### config.mk
export PLATFORM = sky130hd
export DESIGN_NAME = wb_mux_arbiter
export DESIGN_NICKNAME = d
export VERILOG_FILES = /design/src/rtl/wb_arb_pkg.sv /design/src/rtl/wb_arb_pick.sv /design/src/rtl/wb_mux_arbiter.sv
export SDC_FILE = /design/constraint.sdc
export NUM_CORES = 1
export LEC_CHECK = 0
export BUFFER_PORTS_ARGS = -buffer_cell sky130_fd_sc_hd__buf_2
export CAP_MARGIN = 10
export CORE_AREA = 3 3 109 111
export DETAILED_ROUTE_END_ITERATION = 7
export DIE_AREA = 0 0 112 114
export GPL_TIMING_DRIVEN = 0
export SLEW_MARGIN = 25
export SYNTH_ARGS = -nofsm -noshare
export SYNTH_HDL_FRONTEND = slang
export SYNTH_SLANG_ARGS = --single-unit
### constraint.sdc
create_clock -name wb_clk -period 5.2 [get_ports wb_clk]
set_clock_uncertainty 0.15 [all_clocks]
set_input_delay 0 -clock wb_clk [delete_from_list [all_inputs] [get_ports wb_clk]]
set_output_delay 0 -clock wb_clk [all_outputs]
set_load 0.02 [all_outputs]
### src/rtl/wb_arb_pkg.sv
// Shared state encoding, priority-mode constants and a constant-safe log2
// used by the Wishbone multi-master arbiter.
package wb_arb_pkg;

   typedef enum logic {
      IDLE = 1'b0,
      BUSY = 1'b1
   } arb_state_e;

   localparam logic ARB_FIXED = 1'b0;
   localparam logic ARB_RR    = 1'b1;

   function automatic int clog2(input int value);
      int res;
      res = 0;
      while ((1 << res) < value) res++;
      return res;
   endfunction

endpackage

### src/rtl/wb_arb_pick.sv
// Rotating priority encoder: first requester at or after the start index wins.
// FIXED mode forces the start to 0 so the lowest index always wins.
module wb_arb_pick
   import wb_arb_pkg::*;
#(
   parameter int N     = 2,
   parameter int IDX_W = 1
) (
   input  logic [N-1:0]     req_i,
   input  logic [IDX_W-1:0] ptr_i,
   input  logic             mode_i,
   output logic             valid_o,
   output logic [IDX_W-1:0] idx_o
);

   int start_idx;

   // Scanning from the far end down lets the nearest requester overwrite the rest.
   always_comb begin
      // NOTE: every variable gets a default before any conditional write, so no latch.
      start_idx = (mode_i == ARB_FIXED) ? 0 : int'(ptr_i);
      valid_o   = |req_i;
      idx_o     = '0;
      for (int k = N - 1; k >= 0; k--) begin
         if (req_i[(start_idx + k) % N]) idx_o = IDX_W'((start_idx + k) % N);
      end
   end

endmodule

### src/rtl/wb_mux_arbiter.sv
// Wishbone classic arbiter: NUM_MASTERS single-transfer masters share one slave
// port, with fixed or round-robin priority and a hung-transfer watchdog.
module wb_mux_arbiter
   import wb_arb_pkg::*;
#(
   parameter int    NUM_MASTERS = 2,
   parameter int    ADDR_W      = 32,
   parameter int    DATA_W      = 32,
   parameter string ARB_MODE    = "RR",
   parameter int    TIMEOUT     = 256,
   localparam int   SEL_W       = DATA_W / 8,
   localparam int   IDX_W       = clog2(NUM_MASTERS)
) (
   input  logic                          wb_clk,
   input  logic                          wb_rst,
   input  logic [NUM_MASTERS*ADDR_W-1:0] m_adr,
   input  logic [NUM_MASTERS*DATA_W-1:0] m_dat,
   input  logic [NUM_MASTERS*SEL_W-1:0]  m_sel,
   input  logic [NUM_MASTERS-1:0]        m_we,
   input  logic [NUM_MASTERS-1:0]        m_cyc,
   output logic [DATA_W-1:0]             m_rdt,
   output logic [NUM_MASTERS-1:0]        m_ack,
   output logic [NUM_MASTERS-1:0]        m_err,
   output logic [ADDR_W-1:0]             s_adr,
   output logic [DATA_W-1:0]             s_dat,
   output logic [SEL_W-1:0]              s_sel,
   output logic                          s_we,
   output logic                          s_cyc,
   output logic                          s_stb,
   input  logic [DATA_W-1:0]             s_rdt,
   input  logic                          s_ack,
   output logic [IDX_W-1:0]              grant_idx,
   output logic                          busy,
   output logic                          timeout_evt
);

   localparam int               WDT_W    = (clog2(TIMEOUT + 1) > 0) ? clog2(TIMEOUT + 1) : 1;
   localparam logic             MODE     = (ARB_MODE == "FIXED") ? ARB_FIXED : ARB_RR;
   localparam logic [WDT_W-1:0] WDT_LAST = WDT_W'((TIMEOUT > 0) ? TIMEOUT - 1 : 0);
   localparam logic [WDT_W-1:0] WDT_MAX  = '1;

   arb_state_e       state_q;
   logic [IDX_W-1:0] grant_q;
   logic [IDX_W-1:0] ptr_q;
   logic [IDX_W-1:0] ptr_d;
   logic [WDT_W-1:0] wdt_q;
   logic [WDT_W-1:0] wdt_d;
   logic             pick_valid;
   logic [IDX_W-1:0] pick_idx;
   logic             in_busy;
   logic             gnt_cyc;
   logic             ack_hit;
   logic             wdt_fire;
   logic             xfer_end;

   wb_arb_pick #(
      .N     (NUM_MASTERS),
      .IDX_W (IDX_W)
   ) u_pick (
      .req_i   (m_cyc),
      .ptr_i   (ptr_q),
      .mode_i  (MODE),
      .valid_o (pick_valid),
      .idx_o   (pick_idx)
   );

   assign in_busy  = (state_q == BUSY);
   assign gnt_cyc  = m_cyc[grant_q];
   assign ack_hit  = in_busy & gnt_cyc & s_ack;
   // An ack in the last watchdog cycle still completes the transfer normally.
   assign wdt_fire = (TIMEOUT > 0) && in_busy && gnt_cyc && !s_ack && (wdt_q == WDT_LAST);
   assign xfer_end = ack_hit | wdt_fire | ~gnt_cyc;

   assign ptr_d = IDX_W'((int'(pick_idx) + 1) % NUM_MASTERS);
   assign wdt_d = (wdt_q == WDT_MAX) ? wdt_q : wdt_q + 1'b1;

   // NOTE: non-blocking assignments so every register samples pre-edge values.
   always_ff @(posedge wb_clk) begin
      if (!wb_rst) begin
         state_q <= IDLE;
         grant_q <= '0;
         ptr_q   <= '0;
         wdt_q   <= '0;
      end else begin
         case (state_q)
            IDLE: begin
               if (pick_valid) begin
                  state_q <= BUSY;
                  grant_q <= pick_idx;
                  ptr_q   <= ptr_d;
                  wdt_q   <= '0;
               end
            end
            BUSY: begin
               if (xfer_end) state_q <= IDLE;
               else          wdt_q   <= wdt_d;
            end
            default: state_q <= IDLE;
         endcase
      end
   end

   assign busy        = in_busy;
   assign grant_idx   = grant_q;
   assign timeout_evt = wdt_fire;
   assign m_rdt       = s_rdt;

   assign s_cyc = in_busy & gnt_cyc & ~wdt_fire;
   assign s_stb = s_cyc;
   assign s_adr = m_adr[int'(grant_q) * ADDR_W +: ADDR_W];
   assign s_dat = m_dat[int'(grant_q) * DATA_W +: DATA_W];
   assign s_sel = m_sel[int'(grant_q) * SEL_W +: SEL_W];
   assign s_we  = m_we[grant_q];

   always_comb begin
      m_ack          = '0;
      m_err          = '0;
      m_ack[grant_q] = ack_hit;
      m_err[grant_q] = wdt_fire;
   end

endmodule

==> results.py <==
metrics = {
    "floorplan": {
        "initial_core_util_pct": 16.4,
        "die_area_sq_um": 12800,
        "io_pins": 285,
        "die_h_um": 114,
        "die_x_um": 112,
        "core-area_sq_um": 10900,
        "num_rows": 38,
    },
    "clocking": {
        "numCtsBuffers": 3,
        "clock_sinks": 12,
        "clkTransAtPathRegs_ns": 0.06,
        "htreeDepth": 1,
        "cts_buffer_depth": 2,
        "clk_latency_ns": 0.25,
        "post-cts-setup-buffers": 0,
        "cts_tree": "built",
        "cts_root_buf": "clkbuf_8",
        "cts_hold_buf": 2,
        "post_cts_resized": 0,
    },
    "placed_design": {
        "port-buffer-count": 252,
        "dp_hpwl_um": 8320,
        "place_inst": 588,
        "dp_slack_ns": 2.77,
        "gp_congestion": 1.01,
    },
    "timing": {
        "fmax_mhz": 411,
        "finalCriticalPeriod_ns": 2.44,
        "final-hold-violation-count": 0,
        "tightest_slew_ns": 0.532,
        "finalCritPeriodShare_pct": 46.8,
        "fin_ws_ns": 2.76,
        "grt_setup_unrepaired": "false",
        "fin_tns_setup_ns": 0,
        "setup_viol": 0,
        "final_max_slew_viol_count": 0,
        "relSlewSlack_pct": 64.5,
    },
    "run": {
        "drv_cap": 0,
    },
    "synth": {
        "yosys_warnings": 0,
        "syn-cell-area_sq_um": 1780,
        "syn_inst": 196,
        "ys_types": 34,
        "ys_ff_latch": 12,
        "synthesis.nets": 374,
        "synth_seq_area_share_pct": 13.5,
        "syn_avg_cell_area_sq_um": 9.10,
    },
    "pwr": {
        "power_frac_comb_pct": 62.2,
        "p_int_w": 0.000314,
        "power.share.switching_pct": 41.2,
        "vdd_drop_max_v": 0.0000917,
        "power_frac_clock_pct": 19.6,
        "powerDensity_nw_per_um2": 162,
        "p_leak_nw": 1.75,
        "p_sw_w": 0.000220,
        "seq_power_share_pct": 18.2,
    },
    "routing": {
        "routed-via-count": 2439,
        "via_per_inst": 4.11,
        "drt-wirelength-per-cell_um": 15.9,
        "drc_errors": 0,
        "drt_iter0_drc": 54,
        "ant_nets": 0,
        "routed_wirelength_um": 9460,
        "dr.pass1.iters": 4,
    },
    "run_status": {
        "outcome": "completed",
    },
    "finish": {
        "final_core_util_pct": 30.3,
        "finalNetCount": 633,
        "final_cell_mix": "buf_2 (258), mux2_2 (70), buf_4 (33)",
        "drive_gt1_share_pct": 81.5,
        "antennaDiodeCount": 0,
        "fin_cells": 594,
        "synthToLayoutAreaGrowth_pct": 84.8,
        "fillCellCount": 1165,
        "final_common_cell": "buf_2",
    },
    "critical_path": {
        "start_kind": "flop",
        "path_class": "flop to flop",
        "path_max_fanout": 8,
        "cp.arrival_ns": 2.42,
        "cp-end-kind": "flop",
        "critPathBufInv": 1,
        "crit_required_ns": 5.19,
        "crit_chain": "ha_1, nand3_1, nor2_1, ha_1, or4b_1, buf_6, o21ai_4, nand2_1, a32o_1",
        "critPathTopFamily": "simple AND/OR/NAND/NOR gates",
        "cpMostUsedCell": "ha_1",
        "slowest_delay_ns": 0.52,
        "slowest_stage": "or4b_1",
    },
    "global_route": {
        "grt_max_degree": 11,
        "grt_pass1_wl_um": 13200,
        "groute.usage.overall_pct": 12.9,
        "antenna_found_initial": 0,
        "grt_pass1_vias": 2426,
        "overflow": 0,
    },
    "min_path": {
        "hp-class": "input port to flop",
    },
}
[cells by family (layout without fill, tap and decap cells)]
family | count (synthesis) | after routing | share of synthesized area, %
compound gates | 24 | 24 | 8.98
simple gates | 38 | 38 | 12.1
buf+inv | 48 | 306 | 17.9
flops | 12 | 12 | 13.5
mux | 71 | 71 | 45.5
fa+ha+maj | 3 | 3 | 2.11
[routing by layer]
metal	vias to the layer above	global-route usage, %	share of wire (%)
met5	-	0	0
met4	0	2.56	1.1
met1	1125	15.2	38
li1	1188	-	-
met3	7	2.02	7.1
met2	119	24.7	54
[cell type report]
class | count | area (sq um) | share of cell area, %
clock buffers | 4 | 55.1 | 1.67
plain buffers | 44 | 304 | 9.23
flip-flops and latches | 12 | 240 | 7.29
repair buffers | 254 | 1280 | 38.9
multi-input cells | 136 | 1220 | 37.1
inverters | 4 | 15.0 | 0.456
well taps | 140 | 175 | 5.32
[registers in the layout (all words and copies together), names as in the netlist]
signal	flops
wdt_q	9
busy	1
grant_idx	1
ptr_q	1
[cells in the mapped netlist]
cell type / n / area, sq um
a311oi_1: 2 / 17.5
nor2b_1: 2 / 12.5
a211oi_1: 1 / 7.51
and2b_1: 1 / 7.51
o21ai_0: 7 / 35.0
nand4_1: 1 / 6.26
nand3_1: 4 / 20.0
mux2_2: 70 / 788
o21a_1: 1 / 7.51
and3_1: 2 / 12.5
buf_2: 6 / 30.0
nand2b_1: 2 / 12.5
a32o_1: 2 / 20.0
inv_1: 4 / 15.0
nor3_2: 1 / 10.0
o21ai_4: 1 / 16.3
buf_4: 33 / 248
a21oi_1: 7 / 35.0
or3_1: 2 / 12.5
nor2_1: 8 / 30.0
nor4_1: 1 / 6.26
a31oi_1: 1 / 6.26
nand2_1: 7 / 26.3
ha_1: 3 / 37.5
o21bai_1: 1 / 7.51
or4b_1: 1 / 10.0
nor3_1: 3 / 15.0
buf_6: 1 / 11.3
nor4_4: 1 / 21.3
and2_1: 2 / 12.5
clkbuf_1: 4 / 15.0
dfxtp_1: 12 / 240
mux2i_4: 1 / 22.5
a22oi_1: 1 / 7.51
[stage by stage]
stage | power, W | hold WS, ns | instance area [sq um]
after global routing | 0.000563 | 0.0253 | 3290
final | 0.000535 | 0.0159 | 3290
after floorplan | 0.000296 | -0.0374 | 1780
after detailed placement | 0.000433 | 0.0695 | 3220
after CTS | 0.000542 | 0.00602 | 3290
after global placement | 0.000429 | 0.0699 | 3220
[worst min-delay path, stage by stage]
cell and delay [ns]:
buf_2 0.14, a21oi_1 0.15, a211oi_1 0.07
[final timing paths]
path	from	endpoint	slack (ns)	cells after the start
worst max-delay path	wdt_q[0]	wdt_q[5]	2.76	9
worst min-delay path	m_cyc[0]	ptr_q	0.02	3
worst max register to register	wdt_q[0]	wdt_q[5]	2.76	9
worst min register to register	wdt_q[6]	wdt_q[6]	0.32	1
[power by group through the flow]
| stage | combinational (W) | sequential [W] | clock (W) |
|---|---|---|---|
| 2_1_floorplan | 0.000196 | 0.000100 | 0 |
| 3_3_place_gp | 0.000330 | 0.0000993 | 0 |
| 3_5_place_dp | 0.000333 | 0.0000993 | 0 |
| 4_1_cts | 0.000336 | 0.0000974 | 0.000108 |
| 5_1_grt | 0.000353 | 0.0000977 | 0.000113 |
| 6_report | 0.000333 | 0.0000974 | 0.000105 |
Power figures use the tool's default switching activity.
